File: src/rtl/spi_flash_pkg.sv
// Shared definitions for the EN25F80 read-only SPI flash controller.
// Build option: define SPI_FLASH_FAST_READ_EN to issue FAST READ (0x0B) with
// eight dummy clocks instead of plain READ (0x03).
package spi_flash_pkg;

    localparam logic [7:0] OP_READ      = 8'h03;
    localparam logic [7:0] OP_FAST_READ = 8'h0B;

    typedef enum logic [2:0] {
        IDLE,
        CS_SETUP,
        SHIFT,
        CS_HOLD,
        DONE
    } state_t;

`ifdef SPI_FLASH_FAST_READ_EN
    // opcode + 24-bit address + 8 dummy clocks + 32 data bits
    localparam int SHIFT_BITS = 72;
`else
    // opcode + 24-bit address + 32 data bits
    localparam int SHIFT_BITS = 64;
`endif

    // Complete MOSI frame for one word read; the trailing zeros are
    // clocked out while the data word comes back on MISO.
    function automatic logic [SHIFT_BITS-1:0] build_frame(input logic [31:0] addr);
`ifdef SPI_FLASH_FAST_READ_EN
        build_frame = {OP_FAST_READ, 4'h0, addr[19:2], 2'b00, 8'h00, 32'h0};
`else
        build_frame = {OP_READ, 4'h0, addr[19:2], 2'b00, 32'h0};
`endif
    endfunction

endpackage

File: src/rtl/spi_flash_shifter.sv
// SCK generator, bit counter and MOSI/MISO shift registers for one SPI frame.
// The frame length is set by SHIFT_BITS (FAST READ when SPI_FLASH_FAST_READ_EN
// is defined). SPI mode 0: SCK idles low, MISO is sampled on the rising edge,
// MOSI advances on the falling edge.
module spi_flash_shifter
    import spi_flash_pkg::*;
#(
    parameter int CLK_DIV = 2,
    parameter int WIDTH   = SHIFT_BITS
) (
    input  logic             clkMain,
    input  logic             rst,
    input  logic             load,
    input  logic [WIDTH-1:0] load_data,
    input  logic             start,
    input  logic [6:0]       bits,
    input  logic             miso,
    output logic             sck,
    output logic             mosi,
    output logic             done,
    output logic [31:0]      rx_word
);

    localparam logic [15:0] DIV_LAST = 16'(CLK_DIV - 1);

    logic             active_reg;
    logic             sck_reg;
    logic [15:0]      div_cnt_reg;
    logic [6:0]       bit_cnt_reg;
    logic [WIDTH-1:0] tx_reg;
    logic [31:0]      rx_reg;
    logic             half_end;

    // Last clkMain cycle of the current SCK half period.
    assign half_end = active_reg && (div_cnt_reg == DIV_LAST);
    // Asserted in the cycle whose closing edge is the final falling SCK edge.
    assign done     = half_end && sck_reg && (bit_cnt_reg == bits - 7'd1);

    assign sck  = sck_reg;
    assign mosi = tx_reg[WIDTH-1];

    // First received byte sits in rx_reg[31:24]; present it little-endian.
    generate
        for (genvar gi = 0; gi < 4; gi++) begin : g_byte_swap
            assign rx_word[8*gi +: 8] = rx_reg[8*(3-gi) +: 8];
        end
    endgenerate

    // Divider, SCK toggling and both shift registers.
    always_ff @(posedge clkMain) begin
        if (rst) begin
            active_reg  <= 1'b0;
            sck_reg     <= 1'b0;
            div_cnt_reg <= '0;
            bit_cnt_reg <= '0;
            tx_reg      <= '0;
            rx_reg      <= '0;
        end else begin
            if (load) begin
                tx_reg <= load_data;
            end
            if (start) begin
                active_reg  <= 1'b1;
                sck_reg     <= 1'b0;
                div_cnt_reg <= '0;
                bit_cnt_reg <= '0;
            end else if (active_reg) begin
                if (half_end) begin
                    div_cnt_reg <= '0;
                    sck_reg     <= ~sck_reg;
                    if (!sck_reg) begin
                        rx_reg <= {rx_reg[30:0], miso};
                    end else begin
                        tx_reg      <= {tx_reg[WIDTH-2:0], 1'b0};
                        bit_cnt_reg <= bit_cnt_reg + 7'd1;
                        if (done) begin
                            active_reg <= 1'b0;
                        end
                    end
                end else begin
                    div_cnt_reg <= div_cnt_reg + 16'd1;
                end
            end
        end
    end

endmodule

File: src/rtl/spi_flash_ctrl.sv
// Read-only EN25F80 controller: one CPU word read becomes one SPI READ frame,
// with the CPU stalled through busy_o until the word is assembled.
// Build option: SPI_FLASH_FAST_READ_EN selects FAST READ with dummy clocks.
module spi_flash_ctrl
    import spi_flash_pkg::*;
#(
    parameter int CLK_DIV = 2,
    parameter int CS_HIGH = 4
) (
    input  logic        clkMain,
    input  logic        rst,
    input  logic        devEnable_i,
    input  logic        readEnable_i,
    input  logic [31:0] addr_i,
    output logic [31:0] readData_o,
    output logic        busy_o,
    output logic        spi_clk,
    output logic        spi_cs_n,
    output logic        spi_di,
    input  logic        spi_do
);

    localparam int          GAP_W      = (CS_HIGH < 1) ? 1 : $clog2(CS_HIGH + 1);
    localparam logic [GAP_W-1:0] GAP_LOAD = GAP_W'(CS_HIGH);
    localparam logic [15:0] PHASE_LAST = 16'(CLK_DIV - 1);

    state_t           state_reg, state_next;
    logic             cs_n_reg;
    logic [GAP_W-1:0] gap_cnt_reg;
    logic [15:0]      phase_cnt_reg;
    logic [31:0]      read_data_reg;

    logic             request;
    logic             phase_last;
    logic             load, start, cs_assert, cs_release, capture;
    logic             shift_done;
    logic [31:0]      rx_word;

    assign request    = devEnable_i & readEnable_i;
    assign phase_last = (phase_cnt_reg == PHASE_LAST);

    assign busy_o     = request & (state_reg != DONE);
    assign spi_cs_n   = cs_n_reg;
    assign readData_o = read_data_reg;

    spi_flash_shifter #(
        .CLK_DIV (CLK_DIV),
        .WIDTH   (SHIFT_BITS)
    ) u_shifter (
        .clkMain   (clkMain),
        .rst       (rst),
        .load      (load),
        .load_data (build_frame(addr_i)),
        .start     (start),
        .bits      (7'(SHIFT_BITS)),
        .miso      (spi_do),
        .sck       (spi_clk),
        .mosi      (spi_di),
        .done      (shift_done),
        .rx_word   (rx_word)
    );

    // FSM state register.
    always_ff @(posedge clkMain) begin
        if (rst) begin
            state_reg <= IDLE;
        end else begin
            state_reg <= state_next;
        end
    end

    // Next-state and per-cycle control strobes.
    always_comb begin
        state_next = state_reg;
        load       = 1'b0;
        start      = 1'b0;
        cs_assert  = 1'b0;
        cs_release = 1'b0;
        capture    = 1'b0;
        case (state_reg)
            IDLE: begin
                if (request && (gap_cnt_reg == '0)) begin
                    load       = 1'b1;
                    cs_assert  = 1'b1;
                    state_next = CS_SETUP;
                end
            end
            CS_SETUP: begin
                if (phase_last) begin
                    start      = 1'b1;
                    state_next = SHIFT;
                end
            end
            SHIFT: begin
                if (shift_done) begin
                    state_next = CS_HOLD;
                end
            end
            CS_HOLD: begin
                if (phase_last) begin
                    cs_release = 1'b1;
                    capture    = 1'b1;
                    state_next = DONE;
                end
            end
            DONE: begin
                state_next = IDLE;
            end
            default: begin
                state_next = IDLE;
            end
        endcase
    end

    // Chip select, inter-frame gap, setup/hold timing and the read word.
    always_ff @(posedge clkMain) begin
        if (rst) begin
            cs_n_reg      <= 1'b1;
            gap_cnt_reg   <= GAP_LOAD;
            phase_cnt_reg <= '0;
            read_data_reg <= '0;
        end else begin
            if (cs_assert) begin
                cs_n_reg <= 1'b0;
            end else if (cs_release) begin
                cs_n_reg <= 1'b1;
            end

            if (cs_release) begin
                gap_cnt_reg <= GAP_LOAD;
            end else if (cs_n_reg && (gap_cnt_reg != '0)) begin
                gap_cnt_reg <= gap_cnt_reg - 1'b1;
            end

            if (state_next != state_reg) begin
                phase_cnt_reg <= '0;
            end else begin
                phase_cnt_reg <= phase_cnt_reg + 16'd1;
            end

            if (capture) begin
                read_data_reg <= rx_word;
            end
        end
    end

endmodule
File: config.mk
export PLATFORM = sky130hd
export DESIGN_NAME = spi_flash_ctrl
export DESIGN_NICKNAME = d
export VERILOG_FILES = /design/src/rtl/spi_flash_pkg.sv /design/src/rtl/spi_flash_shifter.sv /design/src/rtl/spi_flash_ctrl.sv
export SDC_FILE = /design/constraint.sdc
export NUM_CORES = 1
export LEC_CHECK = 0
export BUFFER_PORTS_ARGS = -buffer_cell sky130_fd_sc_hd__buf_2
export CORE_MARGIN = 1.5
export CORE_UTILIZATION = 35
export DETAILED_ROUTE_END_ITERATION = 8
export GPL_TIMING_DRIVEN = 0
export SLEW_MARGIN = 40
export SYNTH_ARGS = -nofsm -noshare
export SYNTH_HDL_FRONTEND = slang
export SYNTH_SLANG_ARGS = --single-unit
File: constraint.sdc
create_clock -name clkMain -period 5.4 [get_ports clkMain]
set_input_delay 0 -clock clkMain [delete_from_list [all_inputs] [get_ports clkMain]]
set_output_delay 0 -clock clkMain [all_outputs]
set_load 0.02 [all_outputs]
* Yosys cells after proc, flatten, opt, wreduce, memory -nomap -nowiden
Index checks and enable logic that the tools add are counted.
Word-level totals: register bits 176, bits of input ports 37, output and inout bits 36, word-level logic and storage cells 65
Operators by class: add/subtract/negate cells 4, equality and inequality tests 8, muxes and demuxes 23, bitwise operators 4, reduce and logical (&&, ||, !) cells 15
Operators by type and width (count):
- two-way mux 64 bit | 5
- adder 16 x 1 -> 16 bit (second input constant) | 2
- equality test 16 x 1 -> 1 bit (second input constant) | 2
- two-way mux 16 bit | 1
- two-way mux 1 bit | 12
- two-way mux 3 bit | 4
- one-hot mux 3 bit (4 select lines) | 1
- adder 7 x 1 -> 7 bit (second input constant) | 1
- equality test 7 x 6 -> 1 bit (second input constant) | 1
- equality test 3 x 2 -> 1 bit (second input constant) | 2
- logical NOT 3 bit | 2
- OR reduction 2 bit | 3
- logical AND 1 bit | 5
- AND reduction 4 bit | 1
- equality test 3 x 1 -> 1 bit (second input constant) | 1
- != test 3 bit | 1
- != test 3 bit (second input constant) | 1
- AND reduction 3 bit | 1
- nonzero test 3 bit | 1
- subtractor 3 x 1 -> 3 bit (second input constant) | 1
- AND 1 bit | 2
- inverter 1 bit | 2
- AND reduction 2 bit | 1
- nonzero test 2 bit | 1

* Longest topological paths before layout
Gate-level depths: netlist of run 1.
depth in word-level cells 9, mapped depth 8, gate-level depth less buffers 6

* Modules after synthesis
A second synthesis of run 1 with hierarchy kept.
Second synthesis, totals: cell total of the unflattened synthesis 866, area total of the unflattened synthesis 7886.3 um^2
Modules (own cells, without submodules):
- spi_flash_shifter | times used 1, cells an instance 590, area an instance 5403.9 um^2, seq. area each 2422.3 um^2
- spi_flash_ctrl | times used 1, cells an instance 276, area an instance 2482.4 um^2, seq. area each 1101.1 um^2

* Worst setup path after synthesis of run 1
OpenSTA, ideal clock, no wires.
kind register -> register, from register phase_cnt_reg[0], to register u_shifter.tx_reg[37], arrival 2.121 ns, data required time 5.265 ns, setup slack 3.144 ns, stages on the path, launching flop included 8, cell sequence dfxtp_1 > ha_1 > or4b_4 > or4_4 > buf_6 > o211ai_4 > buf_4 > a311oi_1
On the way: word-level cells in the longest chain between the ends 4
Ends and longest elaborated chain:
- start, declared | line spi_flash_ctrl.sv:30 | logic [15:0] phase_cnt_reg;
- start signal, assigned | line spi_flash_ctrl.sv:138 | phase_cnt_reg <= phase_cnt_reg + 16'd1;
- equality test 16 x 1 -> 1 bit | line spi_flash_ctrl.sv:40 | assign phase_last = (phase_cnt_reg == PHASE_LAST);
- two-way mux 1 bit | line spi_flash_ctrl.sv:89 | if (phase_last) begin
- two-way mux 1 bit | line spi_flash_ctrl.sv:80 | case (state_reg)
- two-way mux 64 bit | line spi_flash_shifter.sv:62 | if (start) begin
- end signal, assigned | line spi_flash_shifter.sv:60 | tx_reg <= load_data;
- end signal, assigned | line spi_flash_shifter.sv:74 | tx_reg <= {tx_reg[WIDTH-2:0], 1'b0};
- end, declared | line spi_flash_shifter.sv:30 | logic [WIDTH-1:0] tx_reg;
No other way between the ends. A chain may end at the register's enable or synchronous reset.

* Worst setup path after layout of run 1
from register u_shifter.div_cnt_reg[0], to register u_shifter.tx_reg[26]
On the way: word-level cells in the longest chain between the ends 5
Ends and longest elaborated chain:
- start, declared | line spi_flash_shifter.sv:28 | logic [15:0] div_cnt_reg;
- start signal, assigned | line spi_flash_shifter.sv:81 | div_cnt_reg <= div_cnt_reg + 16'd1;
- equality test 16 x 1 -> 1 bit | line spi_flash_shifter.sv:35 | assign half_end = active_reg && (div_cnt_reg == DIV_LAST);
- logical AND 1 bit | line spi_flash_shifter.sv:35
- two-way mux 64 bit | line spi_flash_shifter.sv:68 | if (half_end) begin
- two-way mux 64 bit | line spi_flash_shifter.sv:67 | end else if (active_reg) begin
- two-way mux 64 bit | line spi_flash_shifter.sv:62
No other way between the ends.

==> results of run 1 <==
==> power by group <==
part           switching, mW  internal, mW  leakage, nW  total, mW
clock                  0.540         0.669        0.283       1.21
combinational          0.171        0.0927         1.22      0.264
sequential            0.0160          1.32         1.42       1.34
total                  0.727          2.09         2.92       2.81
==> cell usage after synthesis, types with 2 or more instances <==
| cell | instances |
|---|---|
| dfxtp_1 | 176 |
| nand2_1 | 129 |
| nand3_1 | 85 |
| mux2i_1 | 75 |
| a21oi_1 | 52 |
| clkbuf_1 | 50 |
| o21ai_0 | 35 |
| nor2_1 | 31 |
| a2111oi_0 | 20 |
| a311oi_1 | 18 |
| xnor2_1 | 14 |
| nand4_1 | 13 |
| nor3_1 | 13 |
| buf_2 | 11 |
| inv_1 | 11 |
| xor2_1 | 11 |
| or3_1 | 10 |
| nor4_1 | 8 |
| o21ai_1 | 8 |
| ha_1 | 7 |
| or4_1 | 7 |
| o31ai_1 | 4 |
| and3_1 | 3 |
| and4_1 | 3 |
| nand2b_1 | 3 |
| nor4b_1 | 3 |
| or2_2 | 3 |
| a211oi_1 | 2 |
| a211oi_2 | 2 |
| and2_1 | 2 |
| buf_4 | 2 |
| buf_6 | 2 |
| nand3b_1 | 2 |
| or3b_2 | 2 |
| or4_4 | 2 |
==> final cells by class <==
cell class	count	area share (%)
multi-input cells	581	40.70
flip-flops and latches	176	39.72
repair buffers	78	5.530
clock buffers	19	5.106
well taps	275	3.879
plain buffers	65	3.160
clock inverters	13	1.439
inverters	11	0.4655
==> worst min-delay path: cells and delay by family <==
| family | cells | cell delay (ns) |
|---|---|---|
| simple gates | 3 | 0.34 |
| compound gates | 1 | 0.08 |
| buf+inv | 1 | 0.12 |
==> metrics by stage <==
| step | area (um2) | setup slack, ns | power [mW] |
|---|---|---|---|
| 2_1_floorplan | 7455 | 3.144 | 1.544 |
| 3_3_place_gp | 8089 | 2.533 | 1.619 |
| 3_5_place_dp | 8089 | 2.512 | 1.622 |
| 4_1_cts | 8870 | 2.545 | 2.844 |
| 5_1_grt | 8870 | 2.205 | 2.935 |
| 6_report | 8870 | 2.592 | 2.812 |
==> layer usage <==
layer	GRT usage, %	wire, um	up-vias
met5	0	0	-
met4	6.485	174	0
met3	3.394	575	10
met2	25.12	7964	76
met1	22.26	8740	2925
li1	-	-	3192
==> placed cells by master, fill, tap and decap left out, drive strengths merged, types with 2 or more instances in the layout <==
cell,synthesis,layout
a2111oi,20,20
a211oi,4,4
a21oi,52,52
a311oi,18,18
and2,2,2
and3,3,3
and4,3,3
buf,15,73
clkbuf,50,69
clkinv,0,5
clkinvlp,0,2
dfxtp,176,176
dlygate4sd3,0,20
ha,7,7
inv,11,16
mux2i,75,75
nand2,129,129
nand2b,3,3
nand3,85,85
nand3b,2,2
nand4,13,13
nor2,31,31
nor3,13,13
nor4,9,9
nor4b,3,3
o211ai,2,2
o21ai,44,44
o31ai,4,4
or2,3,3
or3,10,10
or3b,2,2
or4,9,9
or4b,2,2
xnor2,14,14
xor2,11,11
==> path summary, 6_finish.rpt <==
| path | end | start | slack (ns) |
|---|---|---|---|
| max | u_shifter.tx_reg[26] | u_shifter.div_cnt_reg[0] | 2.59 |
| min | u_shifter.tx_reg[36] | devEnable_i | 0.18 |
| max reg2reg | u_shifter.tx_reg[26] | u_shifter.div_cnt_reg[0] | 2.59 |
| min reg2reg | u_shifter.tx_reg[12] | u_shifter.tx_reg[11] | 0.45 |
==> repair_timing <==
item                                    in CTS  in global routing
hold buffers                                20                  0
hold endpoints to repair                    21                  0
endpoints found under the setup margin       0                  0
==> cells by family after synthesis <==
family | Yosys count | synth area share [%]
flip-flops | 176 | 47.26
XOR/XNOR | 25 | 2.937
buffers and inverters | 76 | 4.313
multiplexers | 75 | 10.07
AND/OR/NAND/NOR | 326 | 21.38
AO/OA/AOI/OAI | 148 | 12.86
adder cells (fa/ha/maj) | 7 | 1.175
==> summary.md, run 1 <==
| Metric | Value |
|---|---|
| Status | finished clean |
| Synth top area share | 47.26% |
| Vias in the first global route | slightly below 6000 |
| WHS | around 0.18 ns |
| P_leak | around 2.9 nW |
| CP Class | reg2reg |
| Crit share post-route | about half |
| Initial antenna violation count | 0 |
| Detailed Place HPWL | 12030 um |
| Layout Utilization | between 40 and 50% |
| Initial DRC Count | between 200 and 300 |
| Initial cell density of the core | about 36% |
| Avg Synthesized Cell Area | between 8 and 9 um2 |
| Total setup buffers inserted after CTS | 0 |
| FF/Latch Area | between 0.003 and 0.004 mm2 |
| Synth area leader | dfxtp_1 |
| Synth warn | 0 |
| Skew final | roughly 0.019 ns |
| Diode count | 0 |
| Area Growth Syn to Fin | 18.98% |
| Slew @ Worst Pin | 0.6035 ns |
| CP Launch Type | flop |
| Clk Tree Root Cell | clkbuf_16 |
| Layout Cells excl Fill | roughly 1200 |
| DIE AREA | ~0.022 mm2 |
| Yosys reg bits | around 180 |
| Number of core rows | 53 |
| Clk sink count | around 180 |
| Top delay family on crit path | simple AND/OR/NAND/NOR gates |
| Gate Count Post-Synth | between 800 and 900 |
| Power per cell area | approximately 320 mW/mm2 |
| Io pins | 73 |
| Syn nets | slightly below 900 |
| Crit-path slowest cell | a211oi_2 |
| Hold Crit Depth | 5 |
| Fraction of registers with async set/reset | 0% |
| Reg clk slew, reported paths | about 0.06 ns |
| Number of remaining DRC errors | 0 |
| Final ANT Viol Nets | 0 |
| Cell area after synthesis | 0.007455 mm2 |
| Hold crit path type | in2reg |
| CP max FO | 10 |
| Final Hold Viols | 0 |
| WP data required | roughly 5.8 ns |
| Gates resized, CTS repair | 0 |
| Final nets | 974 |
| Post-DR wirelength/cell | about 14 um |
| CP Capture Type | flop |
| RSZ-0062 raised after global routing | no |
| Crit path DAT | approximately 3.2 ns |
| Share of cells above drive strength 1 | around 13% |
| Drt first pass iters | 4 |
| Die height | 148.9 um |
| Maxcap violations | 0 |
| CP cell instances | ha_1 > nor4b_1 > nand4_1 > a211oi_2 > buf_2 > mux2i_1 |
| Die X | 148.9 um |
| Top post-synthesis cells by area | dfxtp_1 (47%), mux2i_1 (10%), nand2_1 (6.5%) |
| Placed Cells | between 1000 and 1500 |
| Slew Viols, Final | 0 |
| Worst path max stage delay | 0.64 ns |
| Seq/Total Area, Yosys | a little under half |
| Reg2reg path depth | 6 |
| Fillers | 2124 |
| Grt ovf | 0 |
| Total track usage | approximately 16% |
| Clock tree buffer depth | 2 |
| Clock Latency Late Sink | around 0.44 ns |
| Core area | about 0.021 mm2 |
| Setup violations, final | 0 |
| Max reg flops | 64 |
| Ys flop type | dfxtp_1 |
| Post-synth EDFFs | 0 |
| FMAX | 356.2 MHz |
| Final GP Congestion | between 0.7 and 0.8 |
| DRT Wirelength | about 17000 um |
| Crit path depth | 6 |
| PortBufs | 58 |
| Vias | 6203 |
| Max VDD drop | roughly 0.21 mV |
| H-Tree Depth | 4 |
| Slew HR | ~60% |
| First-pass GRT wire length | 29060 um |
| CP bufs+invs | 1 |
| Via density | about 5 |
| Fin crit period | around 2.8 ns |
| Multi-input gate area | around 0.0036 mm2 |
| CTS buffer count | 17 |
| Largest net degree at the start of global routing | 17 |
| Post-synthesis cell type count | slightly below 50 |
| Setup tns final | 0 ns |
| CTS tree | done |
No activity file was read; power rests on OpenSTA's default activity.
==> run 2: changes to the inputs <==
--- a/config.mk
+++ b/config.mk
@@ -5,6 +5,7 @@
 export SDC_FILE = /design/constraint.sdc
 export NUM_CORES = 1
 export LEC_CHECK = 0
+export ABC_AREA = 1
 export BUFFER_PORTS_ARGS = -buffer_cell sky130_fd_sc_hd__buf_2
 export CORE_MARGIN = 1.5
 export CORE_UTILIZATION = 35
==> constraint.sdc (replaced) <==
create_clock -name clkMain -period 2.3 [get_ports clkMain]
set_input_delay 0 -clock clkMain [delete_from_list [all_inputs] [get_ports clkMain]]
set_output_delay 0 -clock clkMain [all_outputs]
set_load 0.02 [all_outputs]
==> summary.md, run 2 <==
| Metric | Value |
|---|---|
| Status | finished clean (unchanged) |
| P_leak | 3.729 nW (was 2.919 nW) |
| FF/Latch Area | 0.003523 mm2 (unchanged) |
| Final GP Congestion | 0.8420 (was 0.7755) |
| Most frequent cells in the layout | nand2_1 (235), dfxtp_1 (176), nor2_1 (156), nand3_1 (130), buf_2 (76) (was dfxtp_1 (176), nand2_1 (129), nand3_1 (85), mux2i_1 (75), buf_2 (69)) |
| Final ANT Viol Nets | 0 (unchanged) |
| Syn nets | 1065 (was 877) |
| Drt first pass iters | 4 (unchanged) |
| Slew @ Worst Pin | 0.5117 ns (was 0.6035 ns) |
| Met3 Wirelength | 661 um (was 575 um) |
| PortBufs | 57 (was 58) |
| Final nets | 1161 (was 974) |
| Power per cell area | 741.1 mW/mm2 (was 317.1 mW/mm2) |
| Clk sink count | 176 (unchanged) |
| H-Tree Depth | 4 (unchanged) |
| Seq/Total Area, Yosys | 46.94% (was 47.26%) |
| Maxcap violations | 0 (unchanged) |
| CP max FO | 10 (unchanged) |
| Total setup buffers inserted after CTS | 0 (unchanged) |
| Avg Synthesized Cell Area | 7.352 um2 (was 8.949 um2) |
| Initial cell density of the core | 35.71% (was 35.57%) |
| Crit share post-route | 87.12% (was 51.99%) |
| Fraction of registers with async set/reset | 0% (unchanged) |
| Fin crit period | 2.004 ns (was 2.808 ns) |
| WP data required | 2.61 ns (was 5.76 ns) |
| Skew final | 0.008984 ns (was 0.01869 ns) |
| Net Switching | 1.568 mW (was 0.7269 mW) |
| CP Launch Type | flop (unchanged) |
| CTS buffer count | 17 (unchanged) |
| Combinational power share | 7.4% (was 9.4%) |
| Top post-synthesis cells by area | dfxtp_1 (47%), nand2_1 (12%), nand3_1 (8.7%) (was dfxtp_1 (47%), mux2i_1 (10%), nand2_1 (6.5%)) |
| Ys flop type | dfxtp_1 (unchanged) |
| Max VDD drop | 0.4815 mV (was 0.2119 mV) |
| Cell area after synthesis | 0.007506 mm2 (was 0.007455 mm2) |
| Switching part of the total | 23.65% (was 25.85%) |
| CP cell instances | ha_1 > nand2_1 > nor2_1 > nand2_1 > nor2_4 > inv_2 > nor2_2 > nand2_2 > buf_2 > o21ai_1 > nor2_1 (was ha_1 > nor4b_1 > nand4_1 > a211oi_2 > buf_2 > mux2i_1) |
| CTS Hold Bufs | 20 (unchanged) |
| Worst path max stage delay | 0.45 ns (was 0.64 ns) |
| Gates resized, CTS repair | 0 (unchanged) |
| Multi-input gate area | 0.003485 mm2 (was 0.003610 mm2) |
| Slew Viols, Final | 0 (unchanged) |
| Diode count | 0 (unchanged) |
| CP Capture Type | flop (unchanged) |
| Vias | 6649 (was 6203) |
| Number of core rows | 53 (unchanged) |
| Clock Latency Late Sink | 0.43 ns (was 0.44 ns) |
| Crit-path slowest cell | dfxtp_1 (was a211oi_2) |
| Wire length on met1 | 8448 um (was 8740 um) |
| Io pins | 73 (unchanged) |
| Max reg flops | 64 (unchanged) |
| Met2 wire len | 7585 um (was 7964 um) |
| Synth top area share | 46.94% (was 47.26%) |
| Most common cell after layout, fill and taps aside | nand2_1 (was dfxtp_1) |
| Synth warn | 0 (unchanged) |
| Crit path DAT | 2.32 ns (was 3.17 ns) |
| Die height | 149.4 um (was 148.9 um) |
| Detailed Place HPWL | 11550 um (was 12030 um) |
| Post-synth EDFFs | 0 (unchanged) |
| Setup violations, final | 0 (unchanged) |
| Number of remaining DRC errors | 0 (unchanged) |
| Core area | 0.02102 mm2 (was 0.02096 mm2) |
| Fillers | 2119 (was 2124) |
| Die X | 149.4 um (was 148.9 um) |
| DIE AREA | 0.02233 mm2 (was 0.02218 mm2) |
| First-pass GRT wire length | 28770 um (was 29060 um) |
| CP Class | reg2reg (unchanged) |
| Setup tns final | 0 ns (unchanged) |
| Via density | 4.736 (was 5.093) |
| Clock Power Share | 45.1% (was 43.0%) |
| Post-synth top cells | nand2_1 (235), dfxtp_1 (176), nor2_1 (156) (was dfxtp_1 (176), nand2_1 (129), nand3_1 (85)) |
| Grt ovf | 0 (unchanged) |
| Final Hold Viols | 0 (unchanged) |
| Int Pwr | 5.062 mW (was 2.085 mW) |
| Share of total power in sequential cells | 47.5% (was 47.6%) |
| Initial DRC Count | 285 (was 292) |
| DRT Wirelength | 17090 um (was 17460 um) |
| Cell with the most instances after synthesis | nand2_1 (was dfxtp_1) |
| Total track usage | 15.87% (was 16.31%) |
| Gate Count Post-Synth | 1021 (was 833) |
| CTS tree | done (unchanged) |
| Largest net degree at the start of global routing | 17 (unchanged) |
| Highest routed metal layer | met4 (unchanged) |
| Vias in the first global route | 6127 (was 5859) |
| Share of cells above drive strength 1 | 14.88% (was 12.83%) |
| Synth area leader | dfxtp_1 (unchanged) |
| Reg clk slew, reported paths | 0.06 ns (about the same) |
| RSZ-0062 raised after global routing | no (unchanged) |
| Post-synthesis cell type count | 35 (was 49) |
| Clock tree buffer depth | 2 (unchanged) |
| Yosys reg bits | 176 (unchanged) |
| Post-DR wirelength/cell | 12.17 um (was 14.33 um) |
| Hold crit path type | in2reg (unchanged) |
| FMAX | 499.1 MHz (was 356.2 MHz) |
| Slew HR | 65.89% (was 59.77%) |
| Layout Utilization | 42.56% (was 42.33%) |
| Reg-to-reg setup timing slack | 0.30 ns (was 2.59 ns) |
| Initial antenna violation count | 0 (unchanged) |
| Clk Tree Root Cell | clkbuf_16 (unchanged) |
| Area Growth Syn to Fin | 19.19% (was 18.98%) |
## run 2: cell types whose count changed after synthesis, moves of 17 or more
cell / change
a2111oi_0: -20
a311oi_1: -18
clkbuf_1: -29
inv_1: +40
mux2i_1: -75
nand2_1: +106
nand3_1: +45
nor2_1: +125
nor2_2: +17
o21ai_0: -30
o21ai_1: +24
## run 2: metal layers
| metal | vias to the layer above | GRT usage, % |
|---|---|---|
| met1 | 2995 | 21.11 |
| met5 | - | 0 |
| met3 | 30 | 3.171 |
| met4 | 0 | 7.030 |
| met2 | 122 | 24.82 |
| li1 | 3502 | - |
## run 2: worst max-delay path, delay by kind of cell, from the launching register on
family | cells | cell delay [ns]
buf+inv | 2 | 0.29
flops | 1 | 0.45
fa+ha+maj | 1 | 0.23
compound gates | 1 | 0.18
simple gates | 7 | 0.75
## run 2: cell families after synthesis
kind of cell	share of synthesized area, %
AOI/OAI and AO/OA	7.085
buffers and inverters	6.634
DFF	46.94
adders and majority gates	1.167
and+or+nand+nor	36.19
xor gates and xnor gates	1.984
## run 2: layout make-up
type / count / share of cell area [%]
well taps: 275 / 3.846
plain buffers: 48 / 2.867
flip-flops and latches: 176 / 39.38
inverters: 64 / 2.699
clock inverters: 12 / 1.762
clock buffers: 19 / 5.063
multi-input cells: 733 / 38.95
repair buffers: 77 / 5.427
## run 2: power groups by stage
stage / clock network (mW) / logic (mW) / registers, mW
2_1_floorplan: 0 / 0.350 / 3.21
3_3_place_gp: 0 / 0.458 / 3.22
3_5_place_dp: 0 / 0.467 / 3.22
4_1_cts: 3.06 / 0.496 / 3.15
5_1_grt: 3.18 / 0.563 / 3.16
6_report: 2.99 / 0.491 / 3.15
## run 2: stage by stage
stage          setup slack (ns)  instances  power, mW  cell area [um2]  hold slack (ns)
6_report                 0.2962       1404      6.630             8946           0.3327
5_1_grt                  0.1203       1404      6.900             8946           0.3818
4_1_cts                  0.3070       1404      6.704             8946           0.3143
3_5_place_dp             0.3294       1353      3.687             8135           0.2953
3_3_place_gp             0.3275       1353      3.678             8135           0.2890
2_1_floorplan            0.7039       1021      3.564             7506           0.1470
## run 2: worst paths after layout
check | end | startpoint | cells past startpoint
worst max-delay path | u_shifter.rx_reg[23] | u_shifter.div_cnt_reg[0] | 11
worst min-delay path | spi_cs_n | readEnable_i | 8
worst max register to register | u_shifter.rx_reg[23] | u_shifter.div_cnt_reg[0] | 11
worst min register to register | readData_o[29] | readData_o[29] | 2
==> run 3: changes to the inputs <==
--- a/config.mk
+++ b/config.mk
@@ -7,7 +7,6 @@
 export LEC_CHECK = 0
 export ABC_AREA = 1
 export BUFFER_PORTS_ARGS = -buffer_cell sky130_fd_sc_hd__buf_2
-export CORE_MARGIN = 1.5
 export CORE_UTILIZATION = 35
 export DETAILED_ROUTE_END_ITERATION = 8
 export GPL_TIMING_DRIVEN = 0
@@ -15,3 +14,4 @@
 export SYNTH_ARGS = -nofsm -noshare
 export SYNTH_HDL_FRONTEND = slang
 export SYNTH_SLANG_ARGS = --single-unit
+export TNS_END_PERCENT = 50
==> constraint.sdc (replaced) <==
create_clock -name clkMain -period 2.3 [get_ports clkMain]
set_input_delay 0.115 -clock clkMain [delete_from_list [all_inputs] [get_ports clkMain]]
set_output_delay 0.115 -clock clkMain [all_outputs]
set_load 0.02 [all_outputs]
==> summary.md, run 3 (synthesized netlist as in run 2, its figures left out) <==
| Metric | Value |
|---|---|
| Status | finished clean (unchanged) |
| Clock Latency Late Sink | 0.44 ns (was 0.43 ns) |
| Die X | 148.4 um (was 149.4 um) |
| Max reg flops | 64 (unchanged) |
| Pre-CTS setup slack | 0.3452 ns (was 0.3294 ns) |
| Final GP Congestion | 0.8569 (was 0.8420) |
| Worst path max stage delay | 0.45 ns (about the same) |
| PortBufs | 57 (unchanged) |
| P_leak | 3.652 nW (was 3.729 nW) |
| DRT Wirelength | 16490 um (was 17090 um) |
| Slew @ Worst Pin | 0.5405 ns (was 0.5117 ns) |
| Final ANT Viol Nets | 0 (unchanged) |
| Final Hold Viols | 0 (unchanged) |
| H-Tree Depth | 4 (unchanged) |
| Slew HR | 63.97% (was 65.89%) |
| Crit share post-route | 85.57% (was 87.12%) |
| Crit-path slowest cell | dfxtp_1 (unchanged) |
| CP bufs+invs | 2 (unchanged) |
| CP cell instances | ha_1 > nand2_1 > nor2_1 > nand2_1 > nor2_4 > nand2_2 > inv_2 > nand2_2 > buf_2 > nor2_1 > nor2_1 (was ha_1 > nand2_1 > nor2_1 > nand2_1 > nor2_4 > inv_2 > nor2_2 > nand2_2 > buf_2 > o21ai_1 > nor2_1) |
| Clk Tree Root Cell | clkbuf_16 (unchanged) |
| Total setup buffers inserted after CTS | 0 (unchanged) |
| Hold crit path type | in2reg (unchanged) |
| Via density | 4.724 (was 4.736) |
| Reg2reg path depth | 11 (unchanged) |
| Die height | 148.4 um (was 149.4 um) |
| Reg-to-reg setup timing slack | 0.33 ns (was 0.30 ns) |
| Post-route cell area | 0.008758 mm2 (was 0.008946 mm2) |
| Vias | 6548 (was 6649) |
| Post-DR wirelength/cell | 11.90 um (was 12.17 um) |
| Number of core rows | 53 (unchanged) |
| Min-Delay Endpoint | u_shifter.tx_reg[44] (was spi_cs_n) |
| RSZ-0062 raised after global routing | no (unchanged) |
| Maxcap violations | 0 (unchanged) |
| Hold Crit Depth | 5 (was 8) |
| Layout Cells excl Fill | 1386 (was 1404) |
| Share of cells above drive strength 1 | 15.12% (was 14.88%) |
| Core area | 0.02102 mm2 (unchanged) |
| WP data required | 2.64 ns (was 2.61 ns) |
| Setup violations, final | 0 (unchanged) |
| Max VDD drop | 0.5078 mV (was 0.4815 mV) |
| Most common cell after layout, fill and taps aside | nand2_1 (unchanged) |
| Skew final | 0.01934 ns (was 0.008984 ns) |
| Largest net degree at the start of global routing | 17 (unchanged) |
| Clock tree buffer depth | 2 (unchanged) |
| Area after DPL | 0.008135 mm2 (unchanged) |
| CTS Hold Bufs | 1 (was 20) |
| Gates resized, CTS repair | 0 (unchanged) |
| DIE AREA | 0.02204 mm2 (was 0.02233 mm2) |
| Fin crit period | 1.968 ns (was 2.004 ns) |
| Crit path DAT | 2.31 ns (was 2.32 ns) |
| Io pins | 73 (unchanged) |
| CP Launch Type | flop (unchanged) |
| Top delay family on crit path | simple AND/OR/NAND/NOR gates (unchanged) |
| Worst R2R Start | u_shifter.div_cnt_reg[0] (unchanged) |
| CP max FO | 10 (unchanged) |
| Hold path start | addr_i[12] (was readEnable_i) |
| Slew Viols, Final | 0 (unchanged) |
| Layout Utilization | 41.66% (was 42.56%) |
| CP Capture Type | flop (unchanged) |
| Diode count | 0 (unchanged) |
| Initial antenna violation count | 0 (unchanged) |
| Total track usage | 15.94% (was 15.87%) |
| FMAX | 508.1 MHz (was 499.1 MHz) |
| Final nets | 1142 (was 1161) |
| Initial DRC Count | 299 (was 285) |
| PnR worst setup slack | 0.3318 ns (was 0.2962 ns) |
| Detailed Place HPWL | 11440 um (was 11550 um) |
| Most frequent cells in the layout | nand2_1 (235), dfxtp_1 (176), nor2_1 (156), nand3_1 (130), buf_2 (76) (unchanged) |
| CTS tree | done (unchanged) |
| Initial cell density of the core | 35.71% (unchanged) |
| Clk sink count | 176 (unchanged) |
| First-pass GRT wire length | 28570 um (was 28770 um) |
| Drt first pass iters | 5 (was 4) |
| CTS buffer count | 17 (unchanged) |
| Grt ovf | 0 (unchanged) |
| Number of remaining DRC errors | 0 (unchanged) |
| Reg clk slew, reported paths | 0.07 ns (was 0.06 ns) |
| Setup tns final | 0 ns (unchanged) |
| Placed Cells | 1353 (unchanged) |
| Vias in the first global route | 6039 (was 6127) |
| Reg-to-reg endpoint | u_shifter.tx_reg[44] (was u_shifter.rx_reg[23]) |
| Power per cell area | 756.4 mW/mm2 (was 741.1 mW/mm2) |
| CP Class | reg2reg (unchanged) |
| CP most frequent cell | nor2_1 |
| Area Growth Syn to Fin | 16.69% (was 19.19%) |
## run 3: cell types whose count changed in the layout (fill, tap and decap cells not counted)
cell	change
clkbuf_1	+1
clkinv_2	+1
clkinv_4	-1
dlygate4sd3_1	-19
inv_6	-1
inv_8	+1
## run 3: where the power goes
group	internal [mW]	total (mW)	switching (mW)	leakage, nW
logic	0.161	0.457	0.296	1.94
registers	3.11	3.15	0.0427	1.42
clock network	1.77	3.01	1.24	0.294
total	5.05	6.63	1.58	3.65
## run 3: worst max-delay path by stage
stage	start	cells after the start	to	slack [ns]
4_1_cts	u_shifter.div_cnt_reg[0]	11	u_shifter.tx_reg[44]	0.32
3_5_place_dp	u_shifter.div_cnt_reg[0]	11	u_shifter.tx_reg[44]	0.35
5_1_grt	u_shifter.div_cnt_reg[0]	11	u_shifter.tx_reg[46]	0.16
6_report	u_shifter.div_cnt_reg[0]	11	u_shifter.tx_reg[44]	0.33
3_3_place_gp	u_shifter.div_cnt_reg[0]	11	u_shifter.tx_reg[45]	0.32
2_1_floorplan	u_shifter.div_cnt_reg[0]	11	u_shifter.tx_reg[34]	0.70
## run 3: tightest hold or removal path, cell delays in order
cell and delay, ns:
buf_2 0.07, nand2_1 0.04, nand3_1 0.07, nand2_1 0.05, nor2_1 0.07
## run 3: final cells by class
class	count	area, um2
inverters	64	241.5
multi-input cells	733	3485
clock inverters	12	156.4
fillers	2170	12260
well taps	275	344.1
plain buffers	48	256.5
clock buffers	20	456.7
repair buffers	58	295.3
flip-flops and latches	176	3523
## run 3: metrics by stage
stage / power [mW] / hold slack (ns)
2_1_floorplan: 3.564 / 0.2787
3_5_place_dp: 3.680 / 0.4116
3_3_place_gp: 3.678 / 0.3958
6_report: 6.625 / 0.009205
4_1_cts: 6.703 / 0.004221
5_1_grt: 6.891 / 0.03561
## run 3: routing by layer
layer / share of wire (%) / global-route usage [%]
met5: 0 / 0
met4: 1.2 / 5.515
met3: 3.4 / 3.374
met2: 44 / 24.65
met1: 51 / 21.85
